[config.mk]
export PLATFORM = sky130hd
export DESIGN_NAME = human_input_responder
export DESIGN_NICKNAME = d
export VERILOG_FILES = /design/src/rtl/human_input_responder.sv
export SDC_FILE = /design/constraint.sdc
export NUM_CORES = 1
export LEC_CHECK = 0
export ABC_AREA = 1
export ABC_CLOCK_PERIOD_IN_PS = 1370
export CORE_UTILIZATION = 36
export DETAILED_ROUTE_END_ITERATION = 8
export MAX_ROUTING_LAYER = met4
export PLACE_DENSITY = 0.73
export SETUP_SLACK_MARGIN = 0.05
export SYNTH_ARGS = -nofsm -noshare
export SYNTH_HDL_FRONTEND = slang
export SYNTH_SLANG_ARGS = --single-unit
[constraint.sdc]
create_clock -name clock -period 1.37 [get_ports clock]
set_input_delay 0.274 -clock clock [delete_from_list [all_inputs] [get_ports clock]]
set_output_delay 0.274 -clock clock [all_outputs]
set_load 0.01 [all_outputs]
[src/rtl/human_input_responder.sv]
// Responder for the processor's human-input transaction.
// Stalls the core while an input request is outstanding. It waits for a debounced
// ENTER press, latches the switches as an extended data word, and releases the core
// with a one-cycle input_valid pulse once the key has been let go.
module human_input_responder #(
  parameter int         IO_WIDTH        = 16,
  parameter int         DATA_WIDTH      = 32,
  parameter int         DEBOUNCE_CYCLES = 16,
  parameter logic [1:0] REQ_CODE        = 2'b10
) (
  input  logic                  clock,
  input  logic                  reset,
  input  logic [1:0]            control_Human_Interface,
  input  logic                  sign_extend,
  input  logic                  enter_key_n,
  input  logic [IO_WIDTH-1:0]   sw,
  output logic [DATA_WIDTH-1:0] IData,
  output logic                  input_valid,
  output logic                  stall,
  output logic                  waiting_led
);

  localparam int CW = (DEBOUNCE_CYCLES < 2) ? 1 : $clog2(DEBOUNCE_CYCLES + 1);
  localparam logic [CW-1:0] DB_LAST = CW'(DEBOUNCE_CYCLES - 1);

  typedef enum logic [2:0] {
    IDLE,
    ARMED,
    CAPTURE,
    RELEASE,
    DONE
  } stateT;

  stateT r_state;
  stateT w_nextState;

  logic                  r_syncMeta;
  logic                  r_syncOut;
  logic                  r_keyDb;
  logic                  r_keyDbQ;
  logic [CW-1:0]         r_dbCount;
  logic [DATA_WIDTH-1:0] r_iData;

  logic                  w_keySync;
  logic                  w_pressEdge;
  logic                  w_req;
  logic [DATA_WIDTH-1:0] w_extWord;

  assign w_keySync   = ~r_syncOut;
  assign w_pressEdge = r_keyDb & ~r_keyDbQ;
  assign w_req       = (control_Human_Interface == REQ_CODE);

  // Two-flop synchronizer for the asynchronous key; idles at the released (high) level.
  always_ff @(posedge clock) begin
    if (reset) begin
      r_syncMeta <= 1'b1;
      r_syncOut  <= 1'b1;
    end else begin
      r_syncMeta <= enter_key_n;
      r_syncOut  <= r_syncMeta;
    end
  end

  // Debouncer: the key level only changes after it has differed for DEBOUNCE_CYCLES samples.
  always_ff @(posedge clock) begin
    if (reset) begin
      r_keyDb   <= 1'b0;
      r_keyDbQ  <= 1'b0;
      r_dbCount <= '0;
    end else begin
      r_keyDbQ <= r_keyDb;
      if (w_keySync != r_keyDb) begin
        if (r_dbCount == DB_LAST) begin
          r_keyDb   <= w_keySync;
          r_dbCount <= '0;
        end else begin
          r_dbCount <= r_dbCount + CW'(1);
        end
      end else begin
        r_dbCount <= '0;
      end
    end
  end

  // Extend the switch value to the data width; the upper bits copy the switch MSB when signed.
  always_comb begin
    w_extWord                 = {DATA_WIDTH{sign_extend & sw[IO_WIDTH-1]}};
    w_extWord[IO_WIDTH-1:0]   = sw;
  end

  // State register.
  always_ff @(posedge clock) begin
    if (reset) begin
      r_state <= IDLE;
    end else begin
      r_state <= w_nextState;
    end
  end

  // Transaction sequencing; a cancel is honoured only while still waiting for the press.
  always_comb begin
    w_nextState = r_state;
    case (r_state)
      IDLE:    if (w_req) w_nextState = ARMED;
      ARMED: begin
        if (!w_req)           w_nextState = IDLE;
        else if (w_pressEdge) w_nextState = CAPTURE;
      end
      CAPTURE: w_nextState = RELEASE;
      RELEASE: if (!r_keyDb) w_nextState = DONE;
      DONE:    w_nextState = IDLE;
      default: w_nextState = IDLE;
    endcase
  end

  // Data capture register; holds the word until the next capture.
  always_ff @(posedge clock) begin
    if (reset) begin
      r_iData <= '0;
    end else if (r_state == CAPTURE) begin
      r_iData <= w_extWord;
    end
  end

  // Handshake outputs decoded from state; stall drops in DONE so the core consumes IData.
  always_comb begin
    stall       = ((r_state == IDLE) && w_req) ||
                  (r_state == ARMED) || (r_state == CAPTURE) || (r_state == RELEASE);
    input_valid = (r_state == DONE);
    waiting_led = (r_state == ARMED);
  end

  assign IData = r_iData;

endmodule
## Word-level counts from Yosys, hierarchy flattened

Index checks and enable logic that the tools add are counted.

| cells by class | value |
|---|---|
| bitwise gates (word level) | 5 |
| multiplexer cells | 5 |
| add/sub/neg operators | 1 |
| reduce and logical (&&, ||, !) cells | 8 |
| eq/ne operators | 10 |

Operators with widths:

| cell | count |
|---|---|
| $mux W3 | 4 |
| $pmux W3 S4 | 1 |
| $eq A3 B2 Y1 const B | 2 |
| $add A5 B1 Y5 const B | 1 |
| $eq A5 B4 Y1 const B | 1 |
| $ne A2 B2 Y1 const B | 2 |
| $eq A3 B1 Y1 const B | 1 |
| $eq A3 B3 Y1 const B | 1 |
| $logic_not A3 Y1 | 1 |
| $logic_or A1 B1 Y1 | 3 |
| $ne A3 B3 Y1 const B | 1 |
| $not A1 Y1 | 3 |
| $reduce_and A3 Y1 | 1 |
| $reduce_or A3 Y1 | 1 |
| $and A1 B1 Y1 | 2 |
| $eq A2 B2 Y1 const B | 1 |
| $reduce_and A2 Y1 | 1 |
| $logic_and A1 B1 Y1 | 1 |
| $ne A1 B1 Y1 | 1 |

| word-level totals | value |
|---|---|
| input bits | 22 |
| register bits after elaboration | 29 |
| output and inout bits | 35 |
| word-level logic and storage cells | 36 |

## Longest topological paths before layout

Gate-level depths: netlist of the first run.

| logic depth | value |
|---|---|
| depth in word-level cells | 5 |
| depth in mapped cells | 8 |
| depth with buffers taken out | 8 |

## Worst setup path after synthesis of the first run

No wires, ideal clock.

| timing | value |
|---|---|
| path kind | flip-flop to flip-flop |
| start | register r_dbCount[0] |
| end | register r_dbCount[2] |
| cell stages (with the launch flop) | 8 |
| clock period less this slack | 1.320 ns |
| data required time | 1.290 ns |
| setup time | 0.080 ns |
| slack | 0.050 ns |
| path buffers | 0 |
| arrival time | 1.240 ns |
| path through | dfxtp_1 ha_1 nand2_1 nor2_1 ha_1 a21oi_1 o211ai_1 nor3b_1 |

| between the ends | value |
|---|---|
| cells in the longest elaborated chain, start to end | 2 |
| elaborated cells between the ends (all ways) | 3 |
| classes of those cells | 1 x add/sub; 1 x eq/ne; 1 x reduce/logical |

Ends and longest elaborated chain:

| what | line | source |
|---|---|---|
| start, declared | 41 | `logic [CW-1:0] r_dbCount;` |
| start signal, assigned | 77 | `r_dbCount <= r_dbCount + CW'(1);` |
| parallel branches: the longest is 2 deep, another holds $add A5 B1 Y5 | n/a |  |

Parallel ways; which one is timed is not known.
A chain may end at the register's enable or synchronous reset.

## Final worst setup path of the first run

| timing | value |
|---|---|
| start | register r_dbCount[1] |
| end | register r_dbCount[0] |

| between the ends | value |
|---|---|
| cells in the longest elaborated chain, start to end | 2 |

Ends and longest elaborated chain:

| what | line | source |
|---|---|---|
| $eq A5 B4 Y1 | 73 | `if (r_dbCount == DB_LAST) begin` |
| $reduce_or A3 Y1 (no source line) | n/a |  |

Every way passes these cells.

==> flow_metrics.env, run 1 <==
export IMPL_crit_top_cell="ha_4"
export IMPL_ctsHoldBuffers=0
export IMPL_syn_inst=156
export IMPL_start_util_pct=39.0
export IMPL_firstDrtPassIters=4
export IMPL_p_leak_nw=0.963
export IMPL_hold_viol_final=0
export IMPL_cp_num_buf_inv=1
export IMPL_crit_path_end_kind="flip-flop"
export IMPL_grt_usage_pct=17.8
export IMPL_setup_viol=0
export IMPL_fin_crit_sh_pct=98.5
export IMPL_yosysWarnings=0
export IMPL_synth_seq_area_share_pct=47.2
export IMPL_tightest_slew_ns=0.292
export IMPL_clk_pin_slew_ns=0.08
export IMPL_ir_drop_uv=538
export IMPL_grt_antenna_before_repair=0
export IMPL_die_w_um=60.5
export IMPL_die_area_um2=3650
export IMPL_top_level_ports=57
export IMPL_rsz0062_at_grt="true"
export IMPL_drtIter0Drc=43
export IMPL_final_common_cell="nor2_1"
export IMPL_core_um2=3150
export IMPL_hp_class="flip-flop to flip-flop"
export IMPL_start_kind="flip-flop"
export IMPL_nets=251
export IMPL_clkLatencyLatePin_ns=0.34
export IMPL_cts_made_buffers=5
export IMPL_diodes=0
export IMPL_wl_mm=3.39
export IMPL_clock_sinks=29
export IMPL_relSlewSlack_pct=80.4
export IMPL_grt_pass1_wl_mm=4.54
export IMPL_yosysTopAreaCell="dfxtp_1"
export IMPL_maxCapViolCount=0
export IMPL_via_per_inst=4.64
export IMPL_hold_worst_slack_ns=0.418
export IMPL_worst_ep_arrival_time_ns=1.59
export IMPL_ant_nets=0
export IMPL_timing_final_ws_setup_ns=0.0202
export IMPL_worst_setup_path_type="flip-flop to flip-flop"
export IMPL_fp_dieH_um=60.5
export IMPL_synth_nets=180
export IMPL_layout_drive_gt1_share_pct=35.1
export IMPL_post_route_min_period_ns=1.35
export IMPL_total_power_w=0.00167
export IMPL_ys_ff_latch=29
export IMPL_cts_root_buf="clkbuf_4"
export IMPL_io_buffers=56
export IMPL_synth_area_per_cell_um2=7.88
export IMPL_grt_pass1_vias=1043
export IMPL_max_freq_mhz=741
export IMPL_grt_max_degree=20
export IMPL_syn_area_um2=1230
export IMPL_rows=20
export IMPL_synth_area_leaders="dfxtp_1 47%, nor2_1 12%, buf_4 9.2%"
export IMPL_h_tree_depth=2
export IMPL_powerDensity_nw_per_um2=810
export IMPL_drc=0
export IMPL_cp_max_fo=3
export IMPL_areaGrowthSynthToFinish_pct=68.0
export IMPL_vias=1263
export IMPL_final_setup_skew_ns=0.00837
export IMPL_cp_cell_sequence="ha_4, nand2_4, nor2_4, ha_4, a21oi_2, o211ai_1, buf_4, nor2_1"
export IMPL_cpLargestDelayFamily="flip-flops"
export IMPL_layout_common_cells="35 x nor2_1, 23 x dfxtp_1, 19 x clkdlybuf4s50_1, 18 x dlygate4sd2_1, 17 x buf_4"
export IMPL_instances_no_fill=272
export IMPL_wl_per_cell_um=12.5
export IMPL_final_util_pct=65.5
export IMPL_cp_slowest_cell="dfxtp_2"
export IMPL_outcome="finished, final reports clean"
export IMPL_tritoncts="yes"
export IMPL_gp_congestion=0.772
export IMPL_final_max_slew_violation_count=0
export IMPL_post_place_cells=247
export IMPL_grt_ovfl_total=0
export IMPL_place_ws_ns=-0.402
export IMPL_clock_path_buffers=2
export IMPL_yosysUniqueCellTypes=23
export IMPL_dp_hpwl_mm=2.09
export IMPL_slowest_delay_ns=0.36
export IMPL_cp_required_ns=1.61
export IMPL_synth_top_cell_area_share_pct=47.2
[synth_stat cells]
cell,number
buf_2,1
a21oi_1,7
nand2_1,12
buf_6,2
o211ai_1,1
o21bai_1,1
nor3_1,2
nor2_2,1
nor2_1,39
nand2_4,1
dfxtp_1,29
or2_1,1
inv_4,1
or2_2,2
clkbuf_1,1
nand3_1,6
nor3b_1,1
buf_4,15
nand4_1,2
o21ai_0,16
inv_1,12
ha_1,2
nor2_4,1
[final timing paths]
kind                            depth (start not counted)            to  slack (ns)         start
worst max-delay path                                    8  r_dbCount[0]        0.02  r_dbCount[1]
worst min register to register                          1     r_syncOut        0.42    r_syncMeta
worst max register to register                          8  r_dbCount[0]        0.02  r_dbCount[1]
worst min-delay path                                    1     r_syncOut        0.42    r_syncMeta
[sequential cells by signal, summed over array words and instances, names as in the netlist]
| name | flops |
|---|---|
| r_dbCount | 5 |
| r_syncOut | 1 |
| r_syncMeta | 1 |
| IData | 17 |
| r_state | 3 |
| r_keyDb | 1 |
| r_keyDbQ | 1 |
[where the power goes]
group / leakage [nW] / total, W / switching, W / internal (W)
combinational: 0.684 / 0.000216 / 0.0000937 / 0.000122
sequential: 0.238 / 0.000863 / 0.00000981 / 0.000853
clock: 0.0413 / 0.000595 / 0.000299 / 0.000297
[timing repair]
action,CTS,global route
pin swaps,4,9
cloned,0,4
setup endpoints to repair,40,26
resized for setup,106,32
buffers inserted,9,4
[final cells by class]
| class | count | area (um^2) |
|---|---|---|
| Sequential cell | 29 | 593 |
| Clock buffer | 7 | 65.1 |
| Timing Repair Buffer | 79 | 692 |
| Tap cell | 44 | 55.1 |
| Inverter | 13 | 61.3 |
| Multi-Input combinational cell | 97 | 577 |
| Timing Repair inverter | 2 | 17.5 |
| Fill cell | 271 | 1090 |
| Clock inverter | 1 | 5.00 |
[worst reg2reg max path, stage by stage, from the launching register on]
cell and delay (ns):
dfxtp_2 0.36, ha_4 0.16, nand2_4 0.06, nor2_4 0.14, ha_4 0.14, a21oi_2 0.03, o211ai_1 0.14, buf_4 0.19
nor2_1 0.04
[cells by family (layout without fill, tap and decap cells)]
| kind of cell | after synthesis | in the layout | synth area share (%) |
|---|---|---|---|
| DFF | 29 | 29 | 47.2 |
| buffers and inverters | 32 | 102 | 15.9 |
| AOI/OAI and AO/OA | 25 | 25 | 10.6 |
| adders and majority gates | 2 | 2 | 2.03 |
| and+or+nand+nor | 68 | 70 | 24.3 |
[through the flow]
stage	setup TNS, ns	area (um^2)
CTS	0	1880
finish	0	2070
global route	-0.133	2070
floorplan	0	1230
global placement	-0.405	1790
detailed placement	-0.640	1790
[per-layer routing]
metal | track usage [%] | up-vias | wire length [um] | share of wire [%]
met5 | - | - | 0 | 0
met3 | 7.25 | 8 | 266 | 7.8
li1 | - | 628 | - | -
met4 | 6.82 | 0 | 55 | 1.6
met1 | 18.0 | 569 | 1290 | 38
met2 | 30.8 | 58 | 1780 | 52
(Power assumes the default switching activity.)
==> run 2, diff against run 1 <==
Settings changed: PLACE_DENSITY 0.73 to 0.74.
==> run 2 against run 1 <==
  * Total power fell by 7.3%
  * Combinational power fell by 11%
  * Non-clock buffer count fell by 2
  * Sequential power barely moved
  * Largest cell class unchanged
==> flow_metrics.env, run 2 (synthesis gave the netlist of run 1 again) <==
export IMPL_outcome="finished, final reports clean"
export IMPL_firstDrtPassIters=4
export IMPL_crit_top_cell="ha_4"
export IMPL_dp_hpwl_mm=2.08
export IMPL_grt_max_degree=20
export IMPL_max_freq_mhz=742
export IMPL_p_int_w=0.00115
export IMPL_power_share_switching_pct=25.7
export IMPL_final_setup_skew_ns=0.0112
export IMPL_cp_slowest_cell="dfxtp_2"
export IMPL_setup_viol=0
export IMPL_grt_antenna_before_repair=0
export IMPL_powerDensity_nw_per_um2=770
export IMPL_rows=20
export IMPL_cp_max_fo=3
export IMPL_worst_setup_path_type="flip-flop to flip-flop"
export IMPL_total_power_w=0.00155
export IMPL_io_buffers=56
export IMPL_clock_path_buffers=2
export IMPL_cts_root_buf="clkbuf_4"
export IMPL_slowest_delay_ns=0.35
export IMPL_clkLatencyLatePin_ns=0.33
export IMPL_p_leak_nw=0.935
export IMPL_ctsHoldBuffers=0
export IMPL_worst_ep_arrival_time_ns=1.61
export IMPL_hp_class="flip-flop to flip-flop"
export IMPL_timing_final_ws_setup_ns=0.0232
export IMPL_grt_pass1_vias=1142
export IMPL_place_ws_ns=-0.417
export IMPL_diodes=0
export IMPL_drc=0
export IMPL_maxCapViolCount=0
export IMPL_cp_required_ns=1.63
export IMPL_die_area_um2=3650
export IMPL_final_common_cell="nor2_1"
export IMPL_seqPwrFrac_pct=55.5
export IMPL_clk_pin_slew_ns=0.09
export IMPL_drtIter0Drc=51
export IMPL_p_comb_share_pct=12.5
export IMPL_nets=245
export IMPL_wl_met1_mm=1.28
export IMPL_fillers=280
export IMPL_grt_pass1_wl_mm=4.73
export IMPL_crit_path_end_kind="flip-flop"
export IMPL_grt_usage_pct=18.5
export IMPL_clkPwrFrac_pct=32.0
export IMPL_wl_mm=3.29
export IMPL_fp_dieH_um=60.5
export IMPL_cp_cell_sequence="ha_4, nand2_4, nor2_4, ha_4, a21oi_2, o211ai_1, buf_4, nor2_1"
export IMPL_final_max_slew_violation_count=0
export IMPL_dr_wl_met2_mm=1.68
export IMPL_top_level_ports=57
export IMPL_start_kind="flip-flop"
export IMPL_vias=1270
export IMPL_wl_per_cell_um=12.4
export IMPL_tritoncts="yes"
export IMPL_rsz0062_at_grt="true"
export IMPL_cts_made_buffers=5
export IMPL_gp_congestion=0.862
export IMPL_ff_latch_area_um2=596
export IMPL_post_route_min_period_ns=1.35
export IMPL_areaGrowthSynthToFinish_pct=63.9
export IMPL_route_met3_wl_um=250
export IMPL_tightest_slew_ns=0.306
export IMPL_ant_nets=0
export IMPL_via_per_inst=4.77
export IMPL_final_area_um2=2020
export IMPL_layout_common_cells="36 x nor2_1, 23 x dfxtp_1, 19 x clkdlybuf4s50_1, 18 x buf_4, 16 x dlygate4sd2_1"
export IMPL_largest_register_ffs=17
export IMPL_netSwitchingPower_w=0.000398
export IMPL_multiInputGateArea_um2=554
export IMPL_relSlewSlack_pct=79.5
export IMPL_clock_sinks=29
export IMPL_core_um2=3150
export IMPL_start_util_pct=39.0
export IMPL_grt_ovfl_total=0
export IMPL_fin_crit_sh_pct=98.3
export IMPL_die_w_um=60.5
export IMPL_layout_drive_gt1_share_pct=34.2
export IMPL_hold_viol_final=0
export IMPL_postPlaceCellArea_um2=1800
export IMPL_ir_drop_uv=518
export IMPL_top_layer_used="met4"
export IMPL_h_tree_depth=2
-- run 2: power groups by stage --
stage               clock network [W]  registers, W  logic (W)
finish                       0.000497      0.000862   0.000193
global route                 0.000546      0.000863   0.000210
CTS                          0.000517      0.000863   0.000173
detailed placement                  0      0.000882   0.000180
global placement                    0      0.000881   0.000173
floorplan                           0      0.000886  0.0000640
-- run 2: what timing repair did --
item | CTS | global route
gates resized for setup | 100 | 42
pin swaps | 4 | 6
setup buffers | 2 | 7
endpoints found under the setup margin | 40 | 34
gates cloned | 1 | 0
-- run 2: routing by layer --
metal / GRT usage [%] / vias up
li1: - / 610
met5: - / -
met4: 10.1 / 0
met2: 32.7 / 54
met1: 17.7 / 597
met3: 6.18 / 9
-- run 2: worst max-delay path, delay by kind of cell (launching register included) --
| family | cells | cell delay, ns |
|---|---|---|
| buf+inv | 1 | 0.18 |
| fa+ha+maj | 2 | 0.33 |
| compound gates | 2 | 0.25 |
| simple gates | 3 | 0.19 |
| flops | 1 | 0.35 |
-- run 2: worst paths after layout --
path / cells after the start / end / slack [ns] / start
worst min register to register: 1 / r_syncOut / 0.42 / r_syncMeta
worst max-delay path: 8 / r_dbCount[4] / 0.02 / r_dbCount[0]
worst min-delay path: 1 / r_syncOut / 0.42 / r_syncMeta
worst max register to register: 8 / r_dbCount[4] / 0.02 / r_dbCount[0]
-- run 2: stage by stage --
step / std cells / TNS, ns / hold WS (ns) / utilization [%]
5_1_grt: 266 / -0.191 / 0.433 / 63.9
3_5_place_dp: 248 / -0.567 / 0.403 / 57.1
3_3_place_gp: 248 / -0.379 / 0.394 / 57.1
6_report: 266 / 0 / 0.424 / 63.9
4_1_cts: 259 / -0.0218 / 0.422 / 58.7
2_1_floorplan: 156 / 0 / 0.343 / -
-- run 2: layout make-up --
class                           count  area share, %
Timing Repair Buffer               77           34.5
Sequential cell                    29           29.5
Clock inverter                      3          0.869
Clock buffer                        5           1.86
Inverter                           13           3.04
Multi-Input combinational cell     95           27.5
Tap cell                           44           2.73
==> run 3, diff against run 2 <==
Settings changed: HOLD_SLACK_MARGIN set to 0.06.
==> results of run 3 <==
Same layout as run 2: the final DEF is identical, and so are final timing and power.
